$ cat src/rtl/fifo_bank_drain_pkg.sv
// Shared definitions for the FIFO bank drain block and its fill controller.
package fifo_bank_drain_pkg;

   localparam int unsigned data_size_default  = 8;
   localparam int unsigned array_size_default = 9;

   typedef enum logic [1:0] {
      IDLE  = 2'd0,
      RUN   = 2'd1,
      FLUSH = 2'd2,
      DONE  = 2'd3
   } state_t;

endpackage

$ cat src/rtl/fifo_bank_drain_sync_fifo_lane.sv
// Single FIFO lane: register-array storage, wrapping pointers, occupancy count.
// A push to a full lane is dropped and reported on overflow.
module sync_fifo_lane
   import fifo_bank_drain_pkg::*;
#(
   parameter int data_size  = data_size_default,
   parameter int fifo_depth = 16
) (
   input  logic                          clk,
   input  logic                          reset,
   input  logic                          push,
   input  logic                          pop,
   input  logic [data_size-1:0]          din,
   output logic [data_size-1:0]          dout,
   output logic [$clog2(fifo_depth):0]   count,
   output logic                          overflow
);

   localparam int ptr_w = $clog2(fifo_depth);
   localparam int cnt_w = ptr_w + 1;

   logic [data_size-1:0] mem [fifo_depth];
   logic [ptr_w-1:0]     wr_ptr;
   logic [ptr_w-1:0]     rd_ptr;
   logic                 push_ok;
   logic                 pop_ok;

   assign push_ok  = push && (count < cnt_w'(fifo_depth));
   assign pop_ok   = pop && (count != '0);
   assign overflow = push && !push_ok;
   assign dout     = mem[rd_ptr];

   // Pointer and count bookkeeping; pointers wrap by their natural width.
   always_ff @(posedge clk) begin
      if (!reset) begin
         wr_ptr <= '0;
         rd_ptr <= '0;
         count  <= '0;
      end else begin
         if (push_ok) wr_ptr <= wr_ptr + ptr_w'(1);
         if (pop_ok)  rd_ptr <= rd_ptr + ptr_w'(1);
         case ({push_ok, pop_ok})
            2'b10:   count <= count + cnt_w'(1);
            2'b01:   count <= count - cnt_w'(1);
            default: count <= count;
         endcase
      end
   end

   // Storage write; strobes during reset are ignored.
   always_ff @(posedge clk) begin
      if (reset && push_ok) mem[wr_ptr] <= din;
   end

endmodule

$ cat src/rtl/fifo_bank_drain.sv
// Bank of per-lane FIFOs filled one word at a time and drained as aligned
// columns. Tracks end-of-input, flags overflow and misaligned lane depths.
//
// state | meaning
// IDLE  | after reset, waiting for enable
// RUN   | accepting writes, popping columns on request
// FLUSH | input complete, draining remaining columns
// DONE  | drained (or misaligned), pops inhibited until reset
module fifo_bank_drain
   import fifo_bank_drain_pkg::*;
#(
   parameter int data_size   = data_size_default,
   parameter int array_size  = array_size_default,
   parameter int fifo_depth  = 16,
   parameter int full_margin = 3
) (
   input  logic                             clk,
   input  logic                             reset,
   input  logic                             enable,
   input  logic [data_size-1:0]             bus,
   input  logic [array_size-1:0]            write_enable_in,
   input  logic                             completed_in,
   input  logic                             read_request,
   output logic [array_size-1:0]            full_out,
   output logic [array_size-1:0]            empty_out,
   output logic [array_size*data_size-1:0]  data_out,
   output logic                             valid_out,
   output logic                             drained,
   output logic [1:0]                       error
);

   localparam int cnt_w = $clog2(fifo_depth) + 1;
   localparam logic [cnt_w-1:0] full_level = cnt_w'(fifo_depth - full_margin);

   state_t                        state;
   state_t                        state_next;
   logic                          completed_q;
   logic                          pop_fire;
   logic                          any_empty;
   logic                          all_empty;
   logic                          multi_hot;
   logic                          misalign;
   logic [array_size-1:0]         lane_ovf;
   logic [array_size*data_size-1:0] column;
   logic [cnt_w-1:0]              count [array_size];

   for (genvar k = 0; k < array_size; k++) begin : g_lane
      sync_fifo_lane #(
         .data_size  (data_size),
         .fifo_depth (fifo_depth)
      ) u_lane (
         .clk      (clk),
         .reset    (reset),
         .push     (write_enable_in[k]),
         .pop      (pop_fire),
         .din      (bus),
         .dout     (column[k*data_size +: data_size]),
         .count    (count[k]),
         .overflow (lane_ovf[k])
      );
      assign full_out[k]  = (count[k] >= full_level);
      assign empty_out[k] = (count[k] == '0);
   end

   assign any_empty = |empty_out;
   assign all_empty = &empty_out;
   assign multi_hot = |(write_enable_in & (write_enable_in - array_size'(1)));
   assign pop_fire  = enable && read_request && !any_empty &&
                      ((state == RUN) || (state == FLUSH));
   assign misalign  = (state == FLUSH) && enable && any_empty && !all_empty;
   assign drained   = (state == DONE);

   // State register.
   always_ff @(posedge clk) begin
      if (!reset) state <= IDLE;
      else        state <= state_next;
   end

   // Next-state decode; every transition waits for enable.
   always_comb begin
      state_next = state;
      case (state)
         IDLE:  if (enable) state_next = RUN;
         RUN:   if (enable && (completed_in || completed_q)) state_next = FLUSH;
         FLUSH: if (enable && any_empty) state_next = DONE;
         DONE:  state_next = DONE;
         default: state_next = IDLE;
      endcase
   end

   // End-of-input latch and sticky error flags.
   always_ff @(posedge clk) begin
      if (!reset) begin
         completed_q <= 1'b0;
         error       <= 2'b00;
      end else begin
         if (completed_in)            completed_q <= 1'b1;
         if (multi_hot || |lane_ovf)  error[0]    <= 1'b1;
         if (misalign)                error[1]    <= 1'b1;
      end
   end

   // Registered column output, one cycle after the pop.
   always_ff @(posedge clk) begin
      if (!reset) begin
         valid_out <= 1'b0;
         data_out  <= '0;
      end else begin
         valid_out <= pop_fire;
         if (pop_fire) data_out <= column;
      end
   end

endmodule

$ cat config.mk
export PLATFORM = sky130hd
export DESIGN_NAME = fifo_bank_drain
export DESIGN_NICKNAME = d
export VERILOG_FILES = /design/src/rtl/fifo_bank_drain_pkg.sv /design/src/rtl/fifo_bank_drain_sync_fifo_lane.sv /design/src/rtl/fifo_bank_drain.sv
export SDC_FILE = /design/constraint.sdc
export NUM_CORES = 2
export LEC_CHECK = 0
export CORE_MARGIN = 1
export CORE_UTILIZATION = 50
export CTS_CLUSTER_DIAMETER = 30
export DETAILED_ROUTE_END_ITERATION = 8
export PLACE_DENSITY = 0.73
export SLEW_MARGIN = 20
export SYNTH_ARGS = -nofsm -noshare
export SYNTH_HDL_FRONTEND = slang
export SYNTH_SLANG_ARGS = --single-unit
$ cat constraint.sdc
create_clock -name clk -period 3.3 [get_ports clk]
set_input_delay 0.66 -clock clk [delete_from_list [all_inputs] [get_ports clk]]
set_output_delay 0.66 -clock clk [all_outputs]
set_load 0.1 [all_outputs]
==> impl_metrics.py <==
metrics = {
    "routing": {
        "wl_um": 123500,
        "drcViolationCount": 4,
        "route.vias.total": 31238,
        "viasPerCell": 5.770,
        "drt_iter0_markers": 2888,
        "wl_per_cell_um": 22.82,
        "postRouteAntennaNets": 0,
        "dr.pass1.iters": 8,
    },
    "finish": {
        "mostFrequentLayoutCells": "edfxtp_1, buf_4, mux2i_1, clkbuf_16, dfxtp_1",
        "syn_to_final_growth_pct": 21.95,
        "drive_above_1_share": 0.2543,
        "layout_commonest_cell": "edfxtp_1",
        "fin_cells": 5414,
        "nNetsFinal": 3921,
    },
    "placement": {
        "pre_cts_ws_ns": -0.2084,
        "placedCellCount": 5008,
        "port_buffers": 115,
        "hpwl_um": 76320,
        "place_congestion": 0.8311,
    },
    "critical_path": {
        "start_kind": "flip-flop",
        "cp.required_ns": 2.64,
        "endpoint_kind": "primary output",
        "critPathKind": "reg -> out",
        "crit_path_max_fanout": 4,
        "critPathArrivalTime_ns": 2.47,
    },
    "synth": {
        "synth_edf_count": 1152,
        "ys_async_sr_fraction": 0,
        "avgSynthCellArea_um2": 16.15,
        "postSynthRegisterBits": 1347,
        "yosysUniqueCellTypes": 59,
        "synthFlopType": "edfxtp_1",
        "syn_area_um2": 54770,
        "synth_cells": 3392,
        "synth_nets": 3503,
        "yosysWarnings": 0,
        "seq_area_frac_synth": 0.7029,
    },
    "sta": {
        "setup_viol": 0,
        "tightest_slew_ns": 0.9634,
        "tns_ns": 0,
        "slew_headroom": 0.3564,
        "max_freq_mhz": 320.0,
        "setup_ws_ns": 0.1746,
        "rsz0062_at_grt": "false",
        "min_period_ns": 3.125,
        "post-route-period-util": 0.9471,
        "drv_slew": 0,
        "finClkSkew_ns": 0.02358,
        "hold_viol": 0,
        "hold_ws_ns": 0.3308,
    },
    "die": {
        "pin_count": 116,
        "initial_core_util": 0.5038,
        "die_area_um2": 110900,
        "placementRows": 121,
        "die_h_um": 333.0,
        "die_w_um": 333.0,
        "core_um2": 108700,
    },
    "clocking": {
        "clock-root-buffer": "clkbuf_16",
        "clock_path_buffers": 3,
        "cts_buffers": 213,
        "clkLatencyLatePin_ns": 0.80,
        "clkTransAtPathRegs_ns": 0.05,
        "cts.htree.levels": 4,
        "cts_hold_buf": 0,
        "tritoncts": "built",
        "cts.sinks": 1347,
    },
    "status": {
        "violations": "design-rule violations",
        "status": "complete, but fails checks",
    },
    "power_and_ir_drop": {
        "ir_worst_vdd_v": 0.0004500,
        "p_leak_nw": 22.31,
        "total_power_mw": 42.86,
        "power_density_nw_per_um2": 641.8,
    },
    "grt": {
        "track_usage": 0.2236,
        "overflow": 0,
        "antenna_found_initial": 1,
        "grt_pass1_wl_um": 188700,
        "grt_pass1_vias": 31693,
        "grt_start_max_net_pins": 145,
    },
    "flow_run": {
        "drv_cap": 0,
    },
    "hold_path": {
        "hold_class": "in -> reg",
    },
}
[critical path: stages, from the launching register on]
cell and delay [ns]:
dfxtp_1 0.35, or2_4 0.29, nor4_4 0.26, buf_4 0.21, buf_4 0.23, buf_4 0.32
[power by group]
group / total [mW] / switching (mW) / internal (mW)
combinational: 1.32 / 0.919 / 0.401
clock: 22.8 / 8.03 / 14.8
sequential: 18.7 / 0.0836 / 18.6
total: 42.9 / 9.03 / 33.8
[metal layers]
layer	track usage	routed length [um]
met1	0.3049	52790
met2	0.3617	60070
met3	0.03959	7499
met4	0.07952	3184
met5	0	0
[path summary, 6_finish.rpt]
kind                                   from                    endpoint  slack (ns)  cells past startpoint
setup reg to reg                   state[1]                data_out[65]        0.18                     10
hold / removal                       bus[2]  g_lane[3].u_lane.mem[6][2]        0.33                      1
hold reg to reg                data_out[29]                data_out[29]        0.47                      2
setup / recovery  g_lane[6].u_lane.count[0]                empty_out[6]        0.17                      5
[per-stage QoR]
stage / cell area, um2 / util
finish: 66790 / 0.6144
global placement: 59260 / 0.5452
global route: 66780 / 0.6144
CTS: 66770 / 0.6143
floorplan: 55220 / -
detailed placement: 59260 / 0.5452
[cells by family (layout without fill, tap and decap cells)]
group,count (synthesis),count (layout),share of synthesized area
multiplexers,434,434,0.1133
flip-flops,1347,1347,0.7029
buffers and inverters,274,881,0.02285
adder cells (fa/ha/maj),89,89,0.02088
AO/OA/AOI/OAI,530,530,0.06728
other,0,1,0
AND/OR/NAND/NOR,641,641,0.06041
XOR/XNOR,77,77,0.01231
[area by class of cell]
type	count	area [um2]
fillers	7680	41920
flip-flops and latches	1347	38510
multi-input cells	1771	15380
clock buffers	263	5729
repair buffers	409	3344
clock inverters	141	1785
well taps	1414	1769
inverters	68	270.3
diodes	1	2.502
[synthesized netlist by cell type (all sizes together) (3+ instances only)]
cell,n,share of area
edfxtp,1152,0.63
mux2i,269,0.049
dfxtp,195,0.071
nor2,181,0.012
mux4,147,0.060
clkbuf,111,0.0076
a221oi,103,0.016
buf,95,0.011
nand3,95,0.0089
o21ai,95,0.0087
nand2,88,0.0061
ha,85,0.019
a22oi,74,0.010
and2,73,0.0083
inv,61,0.0042
a21oi,58,0.0053
nor2b,45,0.0051
xnor2,45,0.0072
nor3,41,0.0037
a31oi,37,0.0042
o21bai,36,0.0049
nand2b,35,0.0040
a21boi,33,0.0045
xor2,32,0.0051
o31ai,26,0.0036
nand3b,22,0.0030
o22ai,21,0.0024
a21o,20,0.0027
mux2,18,0.0037
or3,17,0.0019
nor4,11,0.0027
nand4,10,0.0011
or2,10,0.0012
a31o,9,0.0014
clkinv,7,0.00048
or3b,7,0.0011
and3,5,0.00057
fa,4,0.0015
o211ai,4,0.00055
a32oi,3,0.00048
o21a,3,0.00041
o221a,3,0.00062
[flip-flops by register name, indices dropped and copies added, names as in the netlist]
signal and count:
g_lane.u_lane.rd_ptr 36, g_lane.u_lane.mem 1152, valid_out 1, state 2, g_lane.u_lane.wr_ptr 36, error 2, g_lane.u_lane.count 45, completed_q 1
data_out 72
[timing repair]
action,in CTS,in global routing
buffers inserted,0,1
setup endpoints to repair,0,2
resized for setup,0,1
(Power assumes the default switching activity.)
